--- config.mk ---
export PLATFORM = sky130hd
export DESIGN_NAME = uart_tx_buffered_flat
export DESIGN_NICKNAME = d
export VERILOG_FILES = /design/src/rtl/uart_tx_buffered_if.sv /design/src/rtl/uart_tx_buffered.sv /design/src/flat_wrapper.sv
export SDC_FILE = /design/constraint.sdc
export NUM_CORES = 1
export LEC_CHECK = 0
export ABC_AREA = 0
export BUFFER_PORTS_ARGS = -buffer_cell sky130_fd_sc_hd__buf_2
export CAP_MARGIN = 10
export CORE_MARGIN = 2
export CORE_UTILIZATION = 50
export CTS_BUF_LIST = sky130_fd_sc_hd__clkbuf_4
export DETAILED_ROUTE_END_ITERATION = 12
export PLACE_DENSITY = 0.64
export SETUP_SLACK_MARGIN = 0.05
export SKIP_LAST_GASP = 1
export SYNTH_ARGS = -nofsm -noshare
export SYNTH_HDL_FRONTEND = slang
export SYNTH_SLANG_ARGS = --single-unit
export TNS_END_PERCENT = 5
--- constraint.sdc ---
create_clock -name i_clk -period 9.4 [get_ports i_clk]
set_input_delay 0.47 -clock i_clk [delete_from_list [all_inputs] [get_ports i_clk]]
set_output_delay 0.47 -clock i_clk [all_outputs]
set_load 0.05 [all_outputs]
--- src/rtl/uart_tx_buffered_if.sv ---
// -----------------------------------------------------------------------------
// uart_tx_buffered_if
// Byte-producer handshake into the buffered UART transmitter.
//   i_valid : producer write request
//   i_data  : character to queue (DATA_BITS wide)
//   o_ready : transmitter FIFO not full; a write is accepted when both are high
// Modports: master = byte producer, slave = uart_tx_buffered.
// -----------------------------------------------------------------------------
interface uart_tx_buffered_if #(
   parameter int DATA_BITS = 8
);
   logic                 i_valid;
   logic [DATA_BITS-1:0] i_data;
   logic                 o_ready;

   modport master (
      output i_valid,
      output i_data,
      input  o_ready
   );

   modport slave (
      input  i_valid,
      input  i_data,
      output o_ready
   );
endinterface

--- src/rtl/uart_tx_buffered.sv ---
// -----------------------------------------------------------------------------
// uart_tx_buffered
// UART transmitter with a TX FIFO, configurable frame format and a runtime
// baud divisor. Characters are queued through the bus interface and sent
// LSB first as: start, DATA_BITS data, optional parity, STOP_BITS stop bits.
// Ports:
//   i_clk        : system clock, rising edge
//   i_rst_n      : asynchronous active-low reset
//   i_baud_div   : clock cycles per bit (values below 2 act as 2), sampled at pop
//   bus          : i_valid / i_data / o_ready write handshake (slave side)
//   o_fifo_count : entries currently queued
//   o_overflow   : one-cycle pulse for a write attempted while full
//   o_busy       : high from START through DONE
//   o_done       : one-cycle pulse in DONE
//   o_dout       : serial line, idle high
// -----------------------------------------------------------------------------
module uart_tx_buffered #(
   parameter int DATA_BITS  = 8,
   parameter int PARITY     = 0,
   parameter int STOP_BITS  = 1,
   parameter int FIFO_DEPTH = 8,
   parameter int DIV_WIDTH  = 16
) (
   input  logic                          i_clk,
   input  logic                          i_rst_n,
   input  logic [DIV_WIDTH-1:0]          i_baud_div,
   uart_tx_buffered_if.slave             bus,
   output logic [$clog2(FIFO_DEPTH):0]   o_fifo_count,
   output logic                          o_overflow,
   output logic                          o_busy,
   output logic                          o_done,
   output logic                          o_dout
);

   localparam int AW = $clog2(FIFO_DEPTH);
   localparam int CW = AW + 1;

   typedef enum logic [5:0] {
      S_IDLE   = 6'b000001,
      S_START  = 6'b000010,
      S_DATA   = 6'b000100,
      S_PARITY = 6'b001000,
      S_STOP   = 6'b010000,
      S_DONE   = 6'b100000
   } state_t;

   // FIFO storage and bookkeeping
   logic [DATA_BITS-1:0] mem_q [FIFO_DEPTH];
   logic [AW-1:0]        wr_ptr_q;
   logic [AW-1:0]        rd_ptr_q;
   logic [CW-1:0]        count_q;
   logic                 overflow_q;
   logic                 ready;
   logic                 push;
   logic                 pop;

   // Transmit engine
   state_t               state_q;
   logic [DIV_WIDTH-1:0] div_q;
   logic [DIV_WIDTH-1:0] tick_q;
   logic [3:0]           bit_q;
   logic [DATA_BITS-1:0] shift_q;
   logic [DATA_BITS-1:0] data_q;
   logic                 dout_q;
   logic                 busy_q;
   logic                 done_q;

   logic [DIV_WIDTH-1:0] div_clamped;
   logic                 tick_wrap;
   logic                 par_bit;

   // Ready comes from the registered count only, so a write while full is
   // dropped even when a pop happens in the same cycle.
   assign ready       = (count_q != CW'(FIFO_DEPTH));
   assign push        = bus.i_valid && ready;
   assign pop         = (state_q == S_IDLE) && (count_q != '0);
   assign bus.o_ready = ready;

   assign div_clamped = (i_baud_div < DIV_WIDTH'(2)) ? DIV_WIDTH'(2) : i_baud_div;
   assign tick_wrap   = (tick_q == div_q - DIV_WIDTH'(1));
   assign par_bit     = (PARITY == 1) ? ^data_q : ~^data_q;

   // ---------------------------------------------------------------- FIFO --
   always_ff @(posedge i_clk) begin
      if (push) begin
         mem_q[wr_ptr_q] <= bus.i_data;
      end
   end

   always_ff @(posedge i_clk or negedge i_rst_n) begin
      if (!i_rst_n) begin
         wr_ptr_q   <= '0;
         rd_ptr_q   <= '0;
         count_q    <= '0;
         overflow_q <= 1'b0;
      end else begin
         overflow_q <= bus.i_valid && !ready;
         if (push) begin
            wr_ptr_q <= wr_ptr_q + AW'(1);
         end
         if (pop) begin
            rd_ptr_q <= rd_ptr_q + AW'(1);
         end
         case ({push, pop})
            2'b10:   count_q <= count_q + CW'(1);
            2'b01:   count_q <= count_q - CW'(1);
            default: count_q <= count_q;
         endcase
      end
   end

   // ------------------------------------------------------------- TX FSM --
   always_ff @(posedge i_clk or negedge i_rst_n) begin
      if (!i_rst_n) begin
         state_q <= S_IDLE;
         div_q   <= '0;
         tick_q  <= '0;
         bit_q   <= '0;
         shift_q <= '0;
         data_q  <= '0;
         dout_q  <= 1'b1;
         busy_q  <= 1'b0;
         done_q  <= 1'b0;
      end else begin
         done_q <= 1'b0;
         case (state_q)
            S_IDLE: begin
               dout_q <= 1'b1;
               if (pop) begin
                  shift_q <= mem_q[rd_ptr_q];
                  data_q  <= mem_q[rd_ptr_q];
                  div_q   <= div_clamped;
                  tick_q  <= '0;
                  bit_q   <= '0;
                  dout_q  <= 1'b0;
                  busy_q  <= 1'b1;
                  state_q <= S_START;
               end
            end
            S_START: begin
               if (tick_wrap) begin
                  tick_q  <= '0;
                  dout_q  <= shift_q[0];
                  state_q <= S_DATA;
               end else begin
                  tick_q <= tick_q + DIV_WIDTH'(1);
               end
            end
            S_DATA: begin
               if (tick_wrap) begin
                  tick_q <= '0;
                  if (bit_q == 4'(DATA_BITS - 1)) begin
                     bit_q <= '0;
                     if (PARITY != 0) begin
                        dout_q  <= par_bit;
                        state_q <= S_PARITY;
                     end else begin
                        dout_q  <= 1'b1;
                        state_q <= S_STOP;
                     end
                  end else begin
                     // Line is registered, so present the next bit as we shift.
                     bit_q   <= bit_q + 4'd1;
                     shift_q <= shift_q >> 1;
                     dout_q  <= shift_q[1];
                  end
               end else begin
                  tick_q <= tick_q + DIV_WIDTH'(1);
               end
            end
            S_PARITY: begin
               if (tick_wrap) begin
                  tick_q  <= '0;
                  dout_q  <= 1'b1;
                  state_q <= S_STOP;
               end else begin
                  tick_q <= tick_q + DIV_WIDTH'(1);
               end
            end
            S_STOP: begin
               if (tick_wrap) begin
                  tick_q <= '0;
                  if (bit_q == 4'(STOP_BITS - 1)) begin
                     bit_q   <= '0;
                     done_q  <= 1'b1;
                     state_q <= S_DONE;
                  end else begin
                     bit_q <= bit_q + 4'd1;
                  end
               end else begin
                  tick_q <= tick_q + DIV_WIDTH'(1);
               end
            end
            S_DONE: begin
               dout_q  <= 1'b1;
               busy_q  <= 1'b0;
               state_q <= S_IDLE;
            end
            default: begin
               dout_q  <= 1'b1;
               busy_q  <= 1'b0;
               state_q <= S_IDLE;
            end
         endcase
      end
   end

   assign o_fifo_count = count_q;
   assign o_overflow   = overflow_q;
   assign o_busy       = busy_q;
   assign o_done       = done_q;
   assign o_dout       = dout_q;

endmodule

--- src/flat_wrapper.sv ---
// flat-port wrapper written by rule: the top's interface ports become plain ports
module uart_tx_buffered_flat 
#(
   parameter int DATA_BITS  = 8,
   parameter int PARITY     = 0,
   parameter int STOP_BITS  = 1,
   parameter int FIFO_DEPTH = 8,
   parameter int DIV_WIDTH  = 16
)
  (i_clk, i_rst_n, i_baud_div, o_fifo_count, o_overflow, o_busy, o_done, o_dout, bus_i_valid, bus_i_data, bus_o_ready);
  uart_tx_buffered_if #(.DATA_BITS(DATA_BITS)) bus_i ();
  input  logic i_clk;
  input  logic i_rst_n;
  input  logic [DIV_WIDTH-1:0] i_baud_div;
  output logic [$clog2(FIFO_DEPTH):0] o_fifo_count;
  output logic o_overflow;
  output logic o_busy;
  output logic o_done;
  output logic o_dout;
  input wire logic [$bits(bus_i.i_valid)-1:0] bus_i_valid;
  input wire logic [$bits(bus_i.i_data)-1:0] bus_i_data;
  output wire logic [$bits(bus_i.o_ready)-1:0] bus_o_ready;
  assign bus_i.i_valid = bus_i_valid;
  assign bus_i.i_data = bus_i_data;
  assign bus_o_ready = bus_i.o_ready;
  uart_tx_buffered #(.DATA_BITS(DATA_BITS), .PARITY(PARITY), .STOP_BITS(STOP_BITS), .FIFO_DEPTH(FIFO_DEPTH), .DIV_WIDTH(DIV_WIDTH)) u_core (.i_clk(i_clk), .i_rst_n(i_rst_n), .i_baud_div(i_baud_div), .bus(bus_i), .o_fifo_count(o_fifo_count), .o_overflow(o_overflow), .o_busy(o_busy), .o_done(o_done), .o_dout(o_dout));
endmodule
==> results_dict.tcl, run 1 <==
set metrics [dict create \
    remaining_drc_errors 0 \
    insertedDiodeCount 0 \
    core-area_um2 12100 \
    synth_seq_area_share 0.564 \
    layout_worst_path_cycle_share 0.453 \
    post_synth_main_area_contributors "sky130_fd_sc_hd__edfxtp_1, sky130_fd_sc_hd__dfrtp_1, sky130_fd_sc_hd__mux4_2" \
    via_per_inst 5.77 \
    placedCellCount 713 \
    postCtsHoldBufs 0 \
    leakagePower_nw 2.67 \
    synth_to_layout_area_growth_pct 9.77 \
    synth.net_count 567 \
    final.setup.tns_ns 0 \
    combinational_family_with_the_most_area_after_synthesis "simple AND/OR/NAND/NOR gates" \
    globalRoute.totalOverflow 0 \
    worst_ep_arrival_time_ns 4.68 \
    dp_hpwl_um 8940 \
    synth-warning-count 0 \
    place.gp.congestion 0.940 \
    worst_setup_path_start_kind "flip-flop" \
    cp_cell_instances "inv_1 -> ha_1 -> nor4b_4 -> a21oi_1 -> or4b_2 -> a211oi_2 -> nand4_2 -> o31ai_4 -> mux2_2" \
    cts.sinks 127 \
    h-tree-depth 4 \
    dominant_synthesized_flop_cell "sky130_fd_sc_hd__edfxtp_1" \
    multiplexer_share_of_the_synthesized_area 0.0927 \
    root_buffer "sky130_fd_sc_hd__clkbuf_4" \
    rsz_0062_raised_after_global_routing "no" \
    yosysTopAreaCell "sky130_fd_sc_hd__edfxtp_1" \
    io-pin-count 36 \
    route.final.wire_length_um 13100 \
    setup_viol_count_final 0 \
    slowest_stage "sky130_fd_sc_hd__nand4_2" \
    timing_worst_slew_pin_value_ns 1.11 \
    internal-power_w 0.00120 \
    drt_pass1_iterations 5 \
    clk_pin_slew_worst_paths_ns 0.13 \
    final_net_count 601 \
    maximum_cell_stage_delay_along_the_critical_path_ns 0.77 \
    yosys.area_share.xor_xnor 0.0395 \
    max_cap_violations 0 \
    track_usage 0.214 \
    ctsLongestPathBuffers 2 \
    maximum_resistive_drop_on_vdd_uv 220 \
    power_density_nw_per_um2 305 \
    postCtsResizedCells 0 \
    power.total_w 0.00208 \
    switching_share 0.421 \
    post_synthesis_cell_area_um2 6210 \
    yosys.area_share.simple 0.154 \
    cts_setup_buffers 0 \
    fmax_ghz 0.235 \
    yosys_register_bits 127 \
    cp_data_required_time_ns 9.82 \
    synth_largest_type_area_fraction 0.309 \
    final_max_slew_viol_count 0 \
    die_x_um 115 \
    setup_crit_path_kind "reg2reg" \
    worstSkewPairLatency_ns 0.53 \
    starting_drc_count_in_detailed_routing 360 \
    cts_tree "yes" \
    clockPowerShare 0.173 \
    floorplan_die_height_um 115 \
    pwr-share-seq 0.432 \
    timing.reg2reg.worst_path_depth 9 \
    antenna_violations_before_repair 0 \
    synth_edf_count 64 \
    synth_async_sr_flop_share 0.496 \
    cts-buffers-inserted 17 \
    finish.cell_count_without_fillers 745 \
    post_synth_inst_count 530 \
    synth_adder_area_share 0.0214 \
    comb_power_share 0.394 \
    synth_compound_gate_area_share 0.101 \
    first_global_vias 4300 \
    timing_hold_violations_final 0 \
    drive_gt1_frac 0.192 \
    ant_nets 0 \
    status "completed" \
    clock_skew_ns 0.0211 \
    port_buffers 35 \
    ys_types 55 \
    critical_path.max_fanout 36 \
    largest_net_degree_at_the_start_of_global_routing 64 \
    via_count 4300 \
    std_cell_rows 40 \
    die_area_um2 13300 \
    postSynthAreaPerCell_um2 11.7 \
    setup.worst_path.end_class "flip-flop" \
    worst_slew_margin_rel 0.261 \
    wl_per_cell_um 17.6 \
    hold_path_class "in2async" \
    grt_pass1_wl_um 21800 \
    hold_slack_ns 0.106 \
    net-switching-power_w 0.000875 \
    initial_utilization 0.515 \
    period_minus_slack_ns 4.26 \
]
-- cell usage after synthesis, drive strengths merged, types with 4 or more instances --
master	count
nand3b	4
clkbuf	22
inv	20
nand2b	9
mux2i	8
mux2	12
nand3	23
nor2	23
or4	7
and3	11
nor4	9
xor2	7
ha	9
or3	5
o211ai	4
o21ai	20
dfrtp	61
a21oi	14
nand2	68
nor3	17
a31oi	28
buf	4
mux4	16
nand4	7
xnor2	21
edfxtp	64
-- placed cells by master, fill, tap and decap left out, types with 8 or more instances in the layout --
cell type | Yosys | layout
sky130_fd_sc_hd__nand2_1 | 68 | 68
sky130_fd_sc_hd__edfxtp_1 | 64 | 64
sky130_fd_sc_hd__dfrtp_1 | 61 | 61
sky130_fd_sc_hd__buf_2 | 1 | 35
sky130_fd_sc_hd__a31oi_1 | 28 | 28
sky130_fd_sc_hd__nor2_1 | 23 | 23
sky130_fd_sc_hd__nand3_1 | 23 | 23
sky130_fd_sc_hd__xnor2_1 | 21 | 21
sky130_fd_sc_hd__inv_1 | 20 | 20
sky130_fd_sc_hd__o21ai_0 | 20 | 20
sky130_fd_sc_hd__clkbuf_4 | 0 | 17
sky130_fd_sc_hd__mux4_2 | 16 | 16
sky130_fd_sc_hd__nor3_1 | 16 | 15
sky130_fd_sc_hd__a21oi_1 | 14 | 14
sky130_fd_sc_hd__mux2_2 | 12 | 12
sky130_fd_sc_hd__and3_1 | 11 | 11
sky130_fd_sc_hd__nand2b_1 | 9 | 9
sky130_fd_sc_hd__nor4_1 | 9 | 9
sky130_fd_sc_hd__ha_1 | 9 | 9
sky130_fd_sc_hd__mux2i_1 | 8 | 8
-- cell type report --
cell class              count  area (µm²)
fillers                  1022        5250
flip-flops and latches    127        3500
multi-input cells         357        2540
repair buffers             41         220
well taps                 168         210
clock inverters            15         143
clock buffers              17         128
inverters                  20        75.1
-- stage by stage --
| stage | setup slack [ns] | utilization | cell area (µm²) |
|---|---|---|---|
| 6_report | 5.14 | 0.565 | 6820 |
| 5_1_grt | 4.80 | 0.565 | 6820 |
| 4_1_cts | 5.15 | 0.565 | 6820 |
| 3_5_place_dp | 5.19 | 0.543 | 6550 |
| 3_3_place_gp | 5.30 | 0.543 | 6550 |
| 2_1_floorplan | 6.24 | - | 6210 |
-- power by group through the flow --
stage / clock (W) / sequential, W / combinational (W)
CTS: 0.000373 / 0.000900 / 0.000827
finish: 0.000360 / 0.000898 / 0.000819
detailed placement: 0 / 0.000912 / 0.000823
floorplan: 0 / 0.000862 / 0.000662
global placement: 0 / 0.000902 / 0.000808
global route: 0.000398 / 0.000924 / 0.000919
-- path summary, 6_finish.rpt --
path / from / endpoint / slack (ns)
max: u_core.div_q[0] / u_core.shift_q[6] / 5.14
min: i_rst_n / u_core.div_q[15] / 0.11
max reg2reg: u_core.div_q[0] / u_core.shift_q[6] / 5.14
min reg2reg: u_core.div_q[15] / u_core.div_q[15] / 0.52
max in group asynchronous: i_rst_n / u_core.div_q[10] / 8.77
min in group i_clk: i_baud_div[3] / u_core.div_q[3] / 0.14
-- layer usage --
metal  share of wire  global-route usage
met3           0.056              0.0586
met5               0                   0
met4          0.0071              0.0570
met2            0.47               0.334
met1            0.46               0.300
-- critical path, delay by kind of cell (launching register included) --
| family | cells | cell delay (ns) |
|---|---|---|
| AOI/OAI and AO/OA | 3 | 1.10 |
| adders and majority gates | 1 | 0.21 |
| buffers and inverters | 1 | 0.09 |
| DFF | 1 | 0.45 |
| muxes | 1 | 0.39 |
| and+or+nand+nor | 3 | 1.89 |
-- state kept, by name, summed over array words and instances, names as in the netlist --
register and flops:
u_core.tick_q 16, u_core.state_q 5, u_core.div_q 16, u_core.o_busy 1, u_core.o_overflow 1, u_core.shift_q 8, u_core.o_dout 1, u_core.o_fifo_count 4
u_core.wr_ptr_q 3, u_core.rd_ptr_q 3, u_core.bit_q 4, u_core.mem_q 64, u_core.o_done 1
-- cell families after synthesis --
kind of cell	after synthesis
AO/OA/AOI/OAI	94
XOR/XNOR	28
adder cells (fa/ha/maj)	10
buffers and inverters	46
flip-flops	127
multiplexers	36
AND/OR/NAND/NOR	189
Power figures use the tool's default switching activity.
==> inputs of run 2 (changes only) <==
- ABC_AREA: 0 -> 1
- PLACE_DENSITY: 0.64 -> 0.67
- clock period: 9.4 -> 3.6 ns (I/O delays scaled with it)
==> run 2 against run 1 <==
Against the previous run: area after synthesis is 3.2% higher; first-iteration DRC count is 2.2% higher; critical path depth is 5 higher; combinational power grew to 3.2 times the previous value; hold slack better by 0.15 ns; largest power group is now combinational cells.
==> results_dict.tcl, run 2 <==
set metrics [dict create \
    nFillCells 1078 \
    post_synth_inst_count 718 \
    via_count 5169 \
    ff_latch_area_um2 3500 \
    final_cell_mix "sky130_fd_sc_hd__nand2_1, sky130_fd_sc_hd__nor2_1, sky130_fd_sc_hd__edfxtp_1" \
    synth_edf_count 64 \
    yosys_register_bits 127 \
    final.setup.tns_ns 0 \
    track_usage 0.234 \
    drive_gt1_frac 0.123 \
    yosysTopAreaCell "sky130_fd_sc_hd__edfxtp_1" \
    rsz_0062_raised_after_global_routing "no" \
    std_cell_rows 41 \
    die_x_um 117 \
    root_buffer "sky130_fd_sc_hd__clkbuf_4" \
    post-synth-top-count-cell "sky130_fd_sc_hd__nand2_1" \
    remaining_drc_errors 0 \
    ys_types 37 \
    port_buffers 35 \
    post_synth_main_area_contributors "sky130_fd_sc_hd__edfxtp_1, sky130_fd_sc_hd__dfrtp_1, sky130_fd_sc_hd__nand2_1" \
    max_cap_violations 0 \
    ant_nets 0 \
    largest_register_ffs 64 \
    cts_tree "yes" \
    power_density_nw_per_um2 809 \
    postCtsResizedCells 0 \
    postSynthAreaPerCell_um2 8.93 \
    via_per_inst 5.32 \
    cts-buffers-inserted 17 \
    timing_worst_slew_pin_value_ns 0.961 \
    place.gp.congestion 0.895 \
    synth.net_count 755 \
    final_net_count 824 \
    synth_to_layout_area_growth_pct 14.6 \
    dp_hpwl_um 10300 \
    worstSkewPairLatency_ns 0.55 \
    clk_pin_slew_worst_paths_ns 0.13 \
    fmax_ghz 0.372 \
    core-area_um2 12600 \
    setup_viol_count_final 0 \
    worst_setup_path_start_kind "flip-flop" \
    max_flop_register "u_core.mem_q" \
    synth_largest_type_area_fraction 0.300 \
    first_global_vias 4955 \
    die_area_um2 13700 \
    status "completed" \
    wl_per_cell_um 15.5 \
    crit-reg2reg-launch "u_core.state_q[4]" \
    critical_path.max_fanout 4 \
    worst_ep_arrival_time_ns 3.14 \
    timing_hold_violations_final 0 \
    critical_path_destination "u_core.o_fifo_count[3]" \
    grt_pass1_wl_um 24300 \
    regToRegSetupSlack_ns 0.91 \
    crit_start "u_core.state_q[4]" \
    maximum_resistive_drop_on_vdd_uv 546 \
    starting_drc_count_in_detailed_routing 368 \
    insertedDiodeCount 0 \
    mostFrequentLayoutCell "sky130_fd_sc_hd__nand2_1" \
    largest_net_degree_at_the_start_of_global_routing 40 \
    netlist_top_cells_count "sky130_fd_sc_hd__nand2_1, sky130_fd_sc_hd__nor2_1, sky130_fd_sc_hd__edfxtp_1" \
    initial_utilization 0.510 \
    setup.worst_path.end_class "flip-flop" \
    r2r_end "u_core.o_fifo_count[3]" \
    area_of_combinational_cells_with_multiple_inputs_um2 2600 \
    antenna_violations_before_repair 0 \
    hold_path_class "in2async" \
    h-tree-depth 4 \
    layout_top_registers "u_core.mem_q x64, u_core.div_q x16, u_core.tick_q x16" \
    synth-warning-count 0 \
    floorplan_die_height_um 117 \
    ctsLongestPathBuffers 2 \
    cp_data_required_time_ns 4.06 \
    post_synthesis_cell_area_um2 6410 \
    worst_slew_margin_rel 0.357 \
    period_minus_slack_ns 2.69 \
    io-pin-count 36 \
    leakagePower_nw 3.17 \
    timing.reg2reg.worst_path_depth 14 \
    synth_async_sr_flop_share 0.496 \
    drt_pass1_iterations 5 \
    dominant_synthesized_flop_cell "sky130_fd_sc_hd__edfxtp_1" \
    final_max_slew_viol_count 0 \
    route.final.wire_length_um 15100 \
    cts.sinks 127 \
    synth_seq_area_share 0.546 \
    layout_worst_path_cycle_share 0.747 \
    clock_skew_ns 0.0229 \
    globalRoute.totalOverflow 0 \
    hold_slack_ns 0.258 \
    setup_crit_path_kind "reg2reg" \
]
==> run 2: timing repair <==
action                                  CTS  global route
endpoints found under the hold margin   118             0
hold buffers                             26             0
buffers inserted                          0             0
endpoints found under the setup margin    0             0
==> run 2: cell families after synthesis <==
group / count (synthesis) / synth area share
flops: 127 / 0.546
xor+xnor: 34 / 0.0464
simple gates: 362 / 0.248
buf+inv: 80 / 0.0490
compound gates: 105 / 0.0894
fa+ha+maj: 10 / 0.0207
==> run 2: critical path, stage by stage (launching register included) <==
cell and delay [ns]:
sky130_fd_sc_hd__dfrtp_1 0.46, sky130_fd_sc_hd__nor2_1 0.15, sky130_fd_sc_hd__inv_1 0.06, sky130_fd_sc_hd__nor4_1 0.34
sky130_fd_sc_hd__nand2_1 0.18, sky130_fd_sc_hd__inv_1 0.12, sky130_fd_sc_hd__ha_1 0.22, sky130_fd_sc_hd__ha_1 0.29
sky130_fd_sc_hd__nand2_1 0.09, sky130_fd_sc_hd__nor2_1 0.04, sky130_fd_sc_hd__a211oi_1 0.27, sky130_fd_sc_hd__nor2_1 0.07
sky130_fd_sc_hd__nor2_1 0.09, sky130_fd_sc_hd__nand2_1 0.07, sky130_fd_sc_hd__xor2_1 0.14
==> run 2: where the power goes <==
part	switching, W	internal (W)
Clock	0.000607	0.000506
Combinational	0.00179	0.000836
Sequential	0.000313	0.00190
==> run 2: layer usage <==
metal / vias to the layer above / wire length (µm) / track usage
met1: 2442 / 6570 / 0.309
li1: 2556 / - / -
met2: 151 / 7420 / 0.382
met5: - / 0 / 0
met4: 0 / 252 / 0.0824
met3: 20 / 857 / 0.0536
==> run 2: final cells by class <==
cell class                 instances  area share
sequential                       127       0.476
tap                              172      0.0293
timing repair buffer              66      0.0644
inverter                          64      0.0327
clock inverter                    15      0.0267
multi-input combinational        511       0.353
clock buffer                      17      0.0174
==> run 2: worst min path at each step <==
stage             from          endpoint  slack, ns  cells past startpoint
6_report       i_rst_n  u_core.tick_q[4]       0.26                      2
5_1_grt        i_rst_n  u_core.tick_q[4]       0.34                      2
4_1_cts        i_rst_n  u_core.tick_q[4]       0.28                      2
3_5_place_dp   i_rst_n  u_core.tick_q[2]       0.36                      1
3_3_place_gp   i_rst_n  u_core.tick_q[2]       0.35                      1
2_1_floorplan  i_rst_n   u_core.bit_q[0]      -0.12                      0
==> run 2: per-stage QoR <==
stage / std cells / area (µm²) / util / power (W) / worst slack [ns]
after detailed placement: 914 / 6770 / 0.538 / 0.00484 / 0.935
after floorplan: 718 / 6410 / - / 0.00414 / 0.882
final: 972 / 7350 / 0.585 / 0.00595 / 0.912
after CTS: 972 / 7350 / 0.585 / 0.00597 / 0.903
after global placement: 914 / 6770 / 0.538 / 0.00475 / 1.08
after global routing: 972 / 7350 / 0.585 / 0.00641 / 0.611
